### src/rtl/pe_dot_seq.sv
// Drives one chained-psum FP32 MAC PE through a K-term dot product, one op in flight at a time.
// The result is returned on a valid/ready port. A watchdog guards against a hung PE, and abort drains any op already issued.
module pe_dot_seq #(
  parameter int K_MAX   = 64,
  parameter int LEN_W   = $clog2(K_MAX + 1),
  parameter int TIMEOUT = 256
) (
  input  logic             clk,
  input  logic             rst,
  input  logic             start,
  input  logic [LEN_W-1:0] len,
  input  logic [31:0]      init_psum,
  input  logic             abort,
  output logic             busy,
  output logic             done,
  output logic             err,
  input  logic             op_valid,
  output logic             op_ready,
  input  logic [31:0]      op_a,
  input  logic [31:0]      op_b,
  output logic             pe_in_valid,
  output logic [31:0]      pe_a,
  output logic [31:0]      pe_b,
  output logic [31:0]      pe_psum,
  input  logic             pe_out_valid,
  input  logic [31:0]      pe_psum_out,
  output logic             res_valid,
  input  logic             res_ready,
  output logic [31:0]      res_data
);
  localparam int               WD_W    = $clog2(TIMEOUT);
  localparam logic [WD_W-1:0]  WD_LAST = WD_W'(TIMEOUT - 1);
  localparam logic [LEN_W-1:0] LEN_MAX = LEN_W'(K_MAX);

  typedef enum logic [2:0] {S_IDLE, S_FETCH, S_WAIT, S_RESULT, S_DRAIN} state_t;

  state_t           state, state_next;
  logic [31:0]      acc, acc_next;
  logic [LEN_W-1:0] cnt, cnt_next;
  logic [LEN_W-1:0] len_r, len_r_next;
  logic [WD_W-1:0]  wdog, wdog_next;
  logic             err_next, done_next, pe_in_valid_next;
  logic [31:0]      pe_a_next, pe_b_next, pe_psum_next;
  logic [LEN_W-1:0] len_clamped, cnt_inc;

  assign len_clamped = (len > LEN_MAX) ? LEN_MAX : len;
  assign cnt_inc     = cnt + 1'b1;
  assign busy        = (state != S_IDLE);
  assign op_ready    = (state == S_FETCH);
  assign res_valid   = (state == S_RESULT);
  assign res_data    = res_valid ? acc : '0;

  always_comb begin
    // NOTE: every next-value is defaulted before the case so no path can infer a latch.
    state_next       = state;
    acc_next         = acc;
    cnt_next         = cnt;
    len_r_next       = len_r;
    wdog_next        = wdog;
    err_next         = err;
    done_next        = 1'b0;
    pe_in_valid_next = 1'b0;
    pe_a_next        = pe_a;
    pe_b_next        = pe_b;
    pe_psum_next     = pe_psum;

    case (state)
      S_IDLE: begin
        if (start) begin
          acc_next = init_psum;
          err_next = 1'b0;
          if (len == '0) begin
            state_next = S_RESULT;
          end else begin
            len_r_next = len_clamped;
            cnt_next   = '0;
            state_next = S_FETCH;
          end
        end
      end
      S_FETCH: begin
        if (abort) begin
          state_next = S_IDLE;
        end else if (op_valid) begin
          pe_a_next        = op_a;
          pe_b_next        = op_b;
          pe_psum_next     = acc;
          pe_in_valid_next = 1'b1;
          wdog_next        = '0;
          state_next       = S_WAIT;
        end
      end
      S_WAIT: begin
        wdog_next = wdog + 1'b1;
        if (abort) begin
          // A result landing with the abort means the PE is already idle; nothing left to drain.
          state_next = pe_out_valid ? S_IDLE : S_DRAIN;
        end else if (pe_out_valid) begin
          acc_next   = pe_psum_out;
          cnt_next   = cnt_inc;
          state_next = (cnt_inc == len_r) ? S_RESULT : S_FETCH;
        end else if (wdog == WD_LAST) begin
          err_next   = 1'b1;
          state_next = S_RESULT;
        end
      end
      S_RESULT: begin
        if (abort) begin
          state_next = S_IDLE;
        end else if (res_ready) begin
          done_next  = 1'b1;
          state_next = S_IDLE;
        end
      end
      S_DRAIN: begin
        wdog_next = wdog + 1'b1;
        if (pe_out_valid) begin
          state_next = S_IDLE;
        end else if (wdog == WD_LAST) begin
          err_next   = 1'b1;
          state_next = S_IDLE;
        end
      end
      default: state_next = S_IDLE;
    endcase
  end

  // NOTE: registers use non-blocking assignment so each one samples the pre-edge value of the others.
  always_ff @(posedge clk or negedge rst) begin
    if (!rst) begin
      state       <= S_IDLE;
      acc         <= '0;
      cnt         <= '0;
      len_r       <= '0;
      wdog        <= '0;
      err         <= 1'b0;
      done        <= 1'b0;
      pe_in_valid <= 1'b0;
      pe_a        <= '0;
      pe_b        <= '0;
      pe_psum     <= '0;
    end else begin
      state       <= state_next;
      acc         <= acc_next;
      cnt         <= cnt_next;
      len_r       <= len_r_next;
      wdog        <= wdog_next;
      err         <= err_next;
      done        <= done_next;
      pe_in_valid <= pe_in_valid_next;
      pe_a        <= pe_a_next;
      pe_b        <= pe_b_next;
      pe_psum     <= pe_psum_next;
    end
  end

endmodule

### config.mk
export PLATFORM = sky130hd
export DESIGN_NAME = pe_dot_seq
export DESIGN_NICKNAME = d
export VERILOG_FILES = /design/src/rtl/pe_dot_seq.sv
export SDC_FILE = /design/constraint.sdc
export NUM_CORES = 1
export LEC_CHECK = 0
export ABC_AREA = 1
export BUFFER_PORTS_ARGS = -buffer_cell sky130_fd_sc_hd__buf_2
export CORE_MARGIN = 2
export CORE_UTILIZATION = 50
export DETAILED_ROUTE_END_ITERATION = 10
export PLACE_DENSITY_LB_ADDON = 0.1
export REMOVE_ABC_BUFFERS = 1
export SLEW_MARGIN = 30
export SYNTH_ARGS = -nofsm -noshare
export SYNTH_HDL_FRONTEND = slang
export SYNTH_SLANG_ARGS = --single-unit
### constraint.sdc
create_clock -name clk -period 4.4 [get_ports clk]
set_input_delay 0.44 -clock clk [delete_from_list [all_inputs] [get_ports clk]]
set_output_delay 0.44 -clock clk [all_outputs]
set_load 0.1 [all_outputs]
* Word level (Yosys, flattened, before mapping)
Index checks and enable logic that the tools add are counted.
Widths: inputs -> output; s select.
** Operators by class
- Add/subtract/negate cells :: 2
- $lt $le $gt $ge :: 1
- Equality and inequality tests :: 16
- Multiplexer cells :: 39
- Bitwise logic cells :: 2
- Reduce and logical (&&, ||, !) cells :: 14
** Operators with widths (count)
- $mux 32 :: 4
- $pmux 32 s2 :: 1
- $mux 7 :: 5
- $mux 3 :: 11
- $mux 8 :: 2
- $pmux 8 s2 :: 1
- $pmux 3 s5 :: 1
- $pmux 7 s2 :: 1
- $ne 2x2->1 const B :: 6
- $reduce_and 3->1 :: 4
- $mux 1 :: 10
- $reduce_and 5->1 :: 2
- $add 8x1->8 const B :: 1
- $eq 8x8->1 const B :: 1
- $add 7x1->7 const B :: 1
- $eq 7x7->1 :: 1
- $gt 7x7->1 const B :: 1
- $logic_not 7->1 :: 1
- $eq 3x2->1 const B :: 2
- $ne 3x3->1 const B :: 2
- $reduce_bool 3->1 :: 2
- $mux 2 :: 2
- $ne 4x4->1 const B :: 1
- $reduce_and 4->1 :: 1
- 8 further kinds :: 10
** Word-level totals
- Bits in registers :: 156
- Input bits :: 142
- Output and inout bits :: 134
- Word-level logic and storage cells :: 85

* Longest topological paths before layout
Gate-level depths: netlist of the first run.
- Depth after elaboration :: 6
- Gate-level depth with buffers :: 14
- Gate-level depth less buffers :: 14

* Worst setup path before layout of the first run
OpenSTA, ideal clock, no wires.
- Kind :: reg2out
- Start :: register state[2]
- End :: output port res_data[10]
- Data arrival time :: 4.591 ns
- Data required time :: 3.960 ns
- Path slack :: -0.631 ns
- Cell stages (with the launch flop) :: 5
- Buffers on the path :: 1
- Path through :: dfrtp_1 nor3_1 inv_1 clkbuf_1 nor2_1
** On the way
- Word-level cells in the longest chain between the ends :: 2
** Ends and longest elaborated chain
- start, declared :: line 37 : state_t state, state_next;
- start signal, assigned :: line 143 : state <= state_next;
- $eq 3x2->1 :: line 50 : assign res_valid = (state == S_RESULT);
- via res_valid :: line 27 : output logic res_valid,
- $mux 32 :: line 51 : assign res_data = res_valid ? acc : '0;
- end, declared :: line 29 : output logic [31:0] res_data
The timed path passes the listed nets, and every way through them passes these cells.

* Worst setup path after layout of the first run
- Start :: register state[2]
- End :: output port res_data[2]
** On the way
- Word-level cells in the longest chain between the ends :: 2
** Ends and longest elaborated chain (line)
- $eq 3x2->1 :: 50
- $mux 32 :: 51
No other way between the ends.

==> impl_metrics.yaml, run 1 <==
global_routing:
  grt_first_pass_wirelength_um: 28320
  grt_overflow: 0
  first_global_vias: 5697
  antenna_found_initial: 3
  grt_max_degree: 105
  grt.total_usage: 0.2522
yosys:
  yosys_warnings: 0
  yosys_register_bits: 156
  post_synth.cell_area_avg_um2: 8.171
  synth_top_area_frac: 0.5791
  yosysSeqAreaShare: 0.5791
  ys_types: 29
  synth_ff_type: "dfrtp_1"
  syn_inst: 825
  async_flop_share: 1.000
  synth_area_leaders: "dfrtp_1 58%, nand2_1 19%, nor2_1 4.6%, inv_1 3.6%, a31oi_1 3.2%"
  synth-edff-count: 0
  syn-cell-area_um2: 6741
  yosysTopAreaCell: "dfrtp_1"
timing:
  tightest_slew_ns: 0.8189
  fmax_mhz: 354.0
  drv_slew: 0
  rsz0062_at_grt: "no"
  fin_crit_sh: 0.6419
  hold_violations: 0
  slew_headroom: 0.4540
  skew_ns: 0.008195
  period_needed_ns: 2.825
  finalSetupViolCount: 0
  fin_ws_ns: 1.575
die:
  die_w_um: 120.1
  pin_count: 276
  die_area_um2: 14430
  core-area_um2: 13190
  start_util: 0.5111
  rows: 42
  die_h_um: 120.1
cts:
  clock_sinks: 156
  clkLatencyLatePin_ns: 0.41
  cts-root-buf: "clkbuf_16"
  htreeDepth: 4
  numCtsBuffers: 17
  clk_pin_slew_ns: 0.06
  cts_buffer_depth: 2
  cts_hold_buf: 0
  cts_setup_buffers: 0
  ctsResizeCount: 0
  cts_tree: "yes"
critical_path:
  r2r-start: "state[2]$_DFFE_PN0P_"
  cp.arrival_ns: 2.38
  worstPathCellList: "nor3_1 > inv_1 > buf_4 > nor2_1 > buf_2"
  critPathCaptureType: "output pin"
  crit_fanout: 26
  crit_start: "state[2]$_DFFE_PN0P_"
  endpoint: "res_data[2]"
  cp-start-kind: "register"
  crit_slowest_cell: "dfrtp_1"
  worstSetupPathType: "reg -> out"
  worstPathRequired_ns: 3.96
  rr_worst_depth: 8
  critPathMaxStageDelay_ns: 0.45
  rrSetupSlack_ns: 1.94
  r2r-end: "acc[31]$_DFFE_PN0P_"
run:
  cap_violations: 0
placement:
  gp_congestion: 0.8750
  dp_slack_ns: 1.940
  numPortBuffers: 275
  placed_cells: 1244
  post_dp_cell_area_um2: 8223
  dpl.hpwl_um: 12670
detailed_routing:
  routedWlPerCell_um: 13.83
  post-route-drc-count: 0
  vias: 6184
  drtPass1Iterations: 5
  wirelength_um: 17690
  viasPerCell: 4.835
  detail-route-antenna-nets: 0
  drt-initial-drc-count: 391
hold_path:
  min_path_type: "in -> async"
cells_and_area:
  syn_to_final_growth_pct: 29.83
  drive_above_1_share: 0.2936
  design_area_um2: 8752
  layout.nets: 1231
  layout.cells.non_filler: 1279
status:
  status: "finished clean"
[metal layers]
layer / GRT usage / share of wire
met1: 0.3192 / 0.43
met4: 0.1162 / 0.031
met2: 0.4176 / 0.48
met5: 0 / 0.00090
met3: 0.05133 / 0.059
[how the worst min path moves through the flow]
stage	from	end	slack, ns	cells after the start
2_1_floorplan	rst	acc[0]$_DFFE_PN0P_	0.14	0
3_3_place_gp	pe_b[7]$_DFFE_PN0P_	pe_b[7]$_DFFE_PN0P_	0.46	2
3_5_place_dp	pe_b[30]$_DFFE_PN0P_	pe_b[30]$_DFFE_PN0P_	0.46	2
4_1_cts	rst	len_r[1]$_DFFE_PN0P_	0.18	1
5_1_grt	rst	len_r[1]$_DFFE_PN0P_	0.18	1
6_report	rst	len_r[6]$_DFFE_PN0P_	0.11	1
[per-stage QoR]
stage | TNS (ns) | hold slack (ns) | utilization
after floorplan | -203.04 | 0.1444 | -
after global placement | 0 | 0.4568 | 0.6234
after detailed placement | 0 | 0.4593 | 0.6234
after CTS | 0 | 0.1797 | 0.6628
after global routing | 0 | 0.1773 | 0.6633
final | 0 | 0.1062 | 0.6635
[cells in the mapped netlist, types with 2 or more instances]
master / count
clkbuf_1: 23
a31oi_1: 34
a32o_1: 2
nor2_1: 83
ha_1: 2
o21ai_0: 41
a21oi_1: 9
inv_2: 6
buf_2: 12
dfrtp_1: 156
nor3_1: 4
nand4_1: 4
o22ai_1: 7
nand3_1: 18
xor2_1: 2
inv_1: 65
nand2_1: 343
buf_6: 3
[worst max-delay path, delay by kind of cell, from the launching register on]
family	cells	cell delay [ns]
buffers and inverters	3	0.99
flip-flops	1	0.45
AND/OR/NAND/NOR	2	0.50
[cell families after synthesis]
logic type	Yosys count	share of synthesized area
AOI/OAI and AO/OA	98	0.08370
xor gates and xnor gates	3	0.003898
adders and majority gates	2	0.003711
buffers and inverters	111	0.06737
DFF	156	0.5791
and+or+nand+nor	455	0.2623
[registers in the layout, indices dropped and copies added (netlist names)]
signal,count
acc,32
pe_a,32
pe_b,32
pe_psum,32
wdog,8
cnt,7
len_r,7
state,3
done,1
err,1
pe_in_valid,1
[layout by cell type (no fill, tap or decap), drive strengths merged]
cell	count
a32o	2
o31ai	1
ha	2
dfrtp	156
diode	3
a31oi	34
clkbuf	22
buf	281
nand3	18
xnor2	1
nor2	84
clkinvlp	1
o32ai	1
clkinv	9
inv	73
xor2	2
o22ai	7
o21ai	42
nand2	344
a21o	1
a22o	1
nand4	4
a21oi	9
nor3	5
[layout make-up]
| type | count | area [um2] |
|---|---|---|
| well taps | 176 | 220.2 |
| multi-input cells | 558 | 2394 |
| fillers | 1172 | 4438 |
| clock inverters | 11 | 68.82 |
| flip-flops and latches | 156 | 3904 |
| clock buffers | 21 | 450.4 |
| inverters | 72 | 270.3 |
| repair buffers | 282 | 1438 |
| diodes | 3 | 7.507 |
Power of run 1 is not shown: default switching activity piles up to over one toggle a cycle in this logic, so the estimate is an artifact.
==> inputs of run 2 (changes only) <==
Settings changed: ABC_AREA 1 to 0, CORE_UTILIZATION 50 to 49.
Clock period 4.4 ns to 2.95 ns, I/O delays scaled along.
==> impl_metrics.yaml, run 2 <==
detailed_routing:
  post-route-drc-count: 0
  detail-route-antenna-nets: 0
  viasPerCell: 4.929
  wirelength_um: 17800
  drtPass1Iterations: 6
  vias: 5998
  routedWlPerCell_um: 14.63
  drt-initial-drc-count: 425
die:
  die_area_um2: 15060
  start_util: 0.4995
  core-area_um2: 13830
  die_h_um: 122.7
  die_w_um: 122.7
  rows: 43
  pin_count: 276
cells_and_area:
  layout.nets: 1168
  syn_to_final_growth_pct: 32.05
  layout_commonest_cell: "nand2_1"
  drive_above_1_share: 0.3105
  antenna_cells: 0
  layout_common_cells: "335 x nand2_1, 274 x buf_2, 156 x dfrtp_1"
timing:
  fin_crit_sh: 0.8407
  hold_violations: 0
  slew_headroom: 0.5168
  fin_hold_ws_ns: 0.07039
  tightest_slew_ns: 0.7231
  drv_slew: 0
  rsz0062_at_grt: "no"
  fmax_mhz: 403.2
  finalSetupViolCount: 0
  period_needed_ns: 2.480
  skew_ns: 0.005530
critical_path:
  critPathCaptureType: "output pin"
  crit_fanout: 35
  worstPathRequired_ns: 2.65
  rr_worst_depth: 6
  crit_slowest_cell: "dfrtp_1"
  cp.arrival_ns: 2.18
  critPathMaxStageDelay_ns: 0.56
  worstPathCellList: "nor2b_2 > buf_4 > and3_1 > buf_2"
  cp-start-kind: "register"
  worstSetupPathType: "reg -> out"
cts:
  cts_tree: "yes"
  cts_setup_buffers: 0
  clkLatencyLatePin_ns: 0.41
  clock_sinks: 156
  numCtsBuffers: 17
  cts_buffer_depth: 2
  clk_pin_slew_ns: 0.06
  cts-root-buf: "clkbuf_16"
  cts_hold_buf: 1
  ctsResizeCount: 0
  htreeDepth: 4
yosys:
  yosysMostFrequentCell: "nand2_1"
  synth_area_leaders: "dfrtp_1 57%, nand2_1 18%, mux2i_1 4.8%, and3_1 3.4%, o21ai_1 2.8%"
  synth_ff_type: "dfrtp_1"
  synth-edff-count: 0
  ys_types: 43
  async_flop_share: 1.000
  syn-cell-area_um2: 6907
  synthTopCellsByCount: "335 x nand2_1, 156 x dfrtp_1, 38 x o21ai_1, 37 x and3_1, 33 x mux2i_1"
  yosys_warnings: 0
  syn_inst: 766
  yosys_register_bits: 156
  yosysSeqAreaShare: 0.5652
  yosysTopAreaCell: "dfrtp_1"
  synth_top_area_frac: 0.5652
  post_synth.cell_area_avg_um2: 9.016
global_routing:
  grt.total_usage: 0.2372
  grt_first_pass_wirelength_um: 27590
  grt_max_degree: 74
  grt_overflow: 0
  first_global_vias: 5433
  antenna_found_initial: 0
placement:
  dpl.hpwl_um: 12670
  numPortBuffers: 275
  gp_congestion: 0.8077
hold_path:
  min_path_type: "in -> reg"
  whs_path_depth: 3
run:
  cap_violations: 0
status:
  status: "finished clean"
run 2: cell count changes after synthesis, moves of 7 or more:
cell      before  now
nor2b_1        0    7
o21ai_1        1   38
a31oi_1       34    2
inv_1         65   11
nor2_1        83   12
o21ai_0       41   21
nand3b_1       0    8
buf_2         12   19
nand2_1      343  335
and3_1         0   37
mux2i_1        0   33
nand3_1       18    7
run 2: cell type report:
cell class | instances | area [um2]
clock inverter | 10 | 211.5
inverter | 12 | 46.29
fill | 1196 | 4707
sequential | 156 | 3904
multi-input combinational | 552 | 2759
clock buffer | 22 | 464.2
tap | 180 | 225.2
timing repair buffer | 285 | 1510
run 2: path summary, 6_finish.rpt:
check / startpoint / end / slack [ns]
setup reg to reg: state[1]$_DFFE_PN0P_ / acc[27]$_DFFE_PN0P_ / 0.79
setup / recovery: state[0]$_DFFE_PN0P_ / res_data[26] / 0.47
hold reg to reg: pe_b[25]$_DFFE_PN0P_ / pe_b[25]$_DFFE_PN0P_ / 0.47
max in group asynchronous: rst / cnt[5]$_DFFE_PN0P_ / 1.69
hold / removal: op_b[30] / pe_b[30]$_DFFE_PN0P_ / 0.07
min in group asynchronous: rst / pe_b[7]$_DFFE_PN0P_ / 0.43
run 2: stage by stage:
stage	instances	area, um2	setup TNS, ns	setup slack, ns	utilization
2_1_floorplan	720	6688	-255.18	-2.640	-
3_3_place_gp	1184	8434	0	0.8812	0.6100
3_5_place_dp	1184	8434	0	0.8323	0.6100
4_1_cts	1217	9120	0	0.4762	0.6596
5_1_grt	1217	9120	0	0.3867	0.6596
6_report	1217	9120	0	0.4701	0.6596
run 2: critical path, delay by kind of cell (launching register included):
kind / cells / cell delay, ns
buf+inv: 2 / 0.75
simple gates: 2 / 0.44
flops: 1 / 0.56
run 2: cell families after synthesis:
kind of cell / Yosys count / synth area share
and+or+nand+nor: 427 / 0.2654
DFF: 156 / 0.5652
AOI/OAI and AO/OA: 78 / 0.06359
buffers and inverters: 58 / 0.03822
muxes: 34 / 0.05000
xor gates and xnor gates: 11 / 0.01395
adders and majority gates: 2 / 0.003623
run 2: layer usage:
layer / track usage / routed length [um] / part of all wire
met1: 0.3161 / 7784 / 0.44
met2: 0.3854 / 8469 / 0.48
met3: 0.04972 / 1228 / 0.069
met4: 0.08333 / 321 / 0.018
met5: 0 / 0 / 0
Power of run 2 is left out for the same reason.
==> inputs of run 3 (changes only) <==
Clock period 2.95 ns to 2.5 ns, I/O delays scaled along.
==> impl_metrics.yaml, run 3 (synthesis results as in run 2) <==
global_routing:
  antenna_found_initial: 0
  gr-usage-met2: 0.3916
  grt_max_degree: 97
  first_global_vias: 5468
  grt_use_met3: 0.05669
  grt.busiest_layer: "met2"
  grt_first_pass_wirelength_um: 27160
  grt.total_usage: 0.2335
  gr-usage-met1: 0.2983
  grt_overflow: 0
timing:
  tightest_slew_ns: 0.6125
  skew_ns: 0.006667
  hold_violations: 0
  rsz0062_at_grt: "no"
  period_needed_ns: 2.334
  fin_ws_ns: 0.1661
  drv_slew: 0
  fmax_mhz: 428.5
  fin_crit_sh: 0.9336
  finalSetupViolCount: 0
  tns_ns: 0
  slew_headroom: 0.5917
cells_and_area:
  syn_to_final_growth_pct: 34.53
  layout.cells.non_filler: 1222
  layout.nets: 1173
  layout_common_cells: "335 x nand2_1, 244 x buf_2, 156 x dfrtp_1"
  layout_commonest_cell: "nand2_1"
  antenna_cells: 0
  fillers: 1171
  drive_above_1_share: 0.3138
detailed_routing:
  post-route-drc-count: 0
  routedWlPerCell_um: 14.36
  viasPerCell: 4.913
  drt-initial-drc-count: 382
  wirelength_um: 17550
  drtPass1Iterations: 4
  vias: 6004
  detail-route-antenna-nets: 0
hold_path:
  min_path_type: "in -> reg"
  whs_path_depth: 3
placement:
  dp_slack_ns: 0.1851
  dpl.hpwl_um: 12480
  numPortBuffers: 275
  placed_cells: 1188
  gp_congestion: 0.8609
cts:
  clk_pin_slew_ns: 0.06
  cts_buffer_depth: 2
  clock_sinks: 156
  cts_tree: "yes"
  numCtsBuffers: 17
  htreeDepth: 4
  cts-root-buf: "clkbuf_16"
  clkLatencyLatePin_ns: 0.42
critical_path:
  cp-start-kind: "register"
  rr_worst_depth: 6
  critPathMaxStageDelay_ns: 0.54
  worstPathRequired_ns: 2.25
  critPathCaptureType: "output pin"
  worstPathCellList: "nor2b_2 > buf_12 > and3_1 > clkbuf_4"
  cp.arrival_ns: 2.08
  crit_fanout: 30
  worstSetupPathType: "reg -> out"
  crit_slowest_cell: "dfrtp_1"
die:
  die_h_um: 122.7
  start_util: 0.4995
  die_area_um2: 15060
  core-area_um2: 13830
  rows: 43
  die_w_um: 122.7
  pin_count: 276
status:
  status: "finished clean"
run:
  cap_violations: 0
[run 3: cell types whose count changed in the layout (fill, tap and decap cells not counted)]
cell	change
clkbuf_8	-1
clkinvlp_4	+2
clkbuf_4	+29
buf_16	+1
buf_2	-30
clkinv_4	-2
bufinv_16	+1
buf_12	+2
buf_4	+3
[run 3: worst paths after layout]
path / from / endpoint / slack (ns)
worst max-delay path: state[0]$_DFFE_PN0P_ / res_data[22] / 0.17
worst min-delay path: op_a[6] / pe_a[6]$_DFFE_PN0P_ / 0.02
worst max register to register: cnt[0]$_DFFE_PN0P_ / state[1]$_DFFE_PN0P_ / 0.43
worst min register to register: pe_b[0]$_DFFE_PN0P_ / pe_b[0]$_DFFE_PN0P_ / 0.47
max in group asynchronous: rst / acc[24]$_DFFE_PN0P_ / 1.41
min in group asynchronous: rst / pe_a[30]$_DFFE_PN0P_ / 0.39
[run 3: repair_timing]
item / in CTS / in global routing
hold buffers: 1 / 0
resized for setup: 0 / 29
endpoints found under the hold margin: 63 / 0
buffers inserted: 0 / 0
setup endpoints to repair: 0 / 29
[run 3: layout make-up]
cell class                      count  area, um2  share of cell area
Clock inverter                     11      239.0             0.02572
Clock buffer                       21      450.4             0.04848
Sequential cell                   156       3904              0.4201
Inverter                           12      46.29            0.004982
Tap cell                          180      225.2             0.02424
Timing Repair Buffer              290       1668              0.1795
Multi-Input combinational cell    552       2759              0.2969
[run 3: through the flow]
| step | hold WS, ns | util | instance area (um2) |
|---|---|---|---|
| 6_report | 0.02321 | 0.6720 | 9291 |
| 3_3_place_gp | 0.2902 | 0.6142 | 8492 |
| 2_1_floorplan | -0.04559 | - | 6688 |
| 4_1_cts | 0.007555 | 0.6647 | 9191 |
| 3_5_place_dp | 0.2789 | 0.6142 | 8492 |
| 5_1_grt | 0.01609 | 0.6720 | 9291 |
[run 3: critical path: cells and delay by family, from the launching register on]
family,cells,cell delay (ns)
buf+inv,2,0.56
flops,1,0.54
simple gates,2,0.57
[run 3: layer usage]
| layer | up-vias | routed length [um] |
|---|---|---|
| met5 | - | 0 |
| met4 | 0 | 255 |
| li1 | 3002 | - |
| met1 | 2774 | 7444 |
| met2 | 210 | 8636 |
| met3 | 18 | 1208 |
Power of run 3 is left out for the same reason.
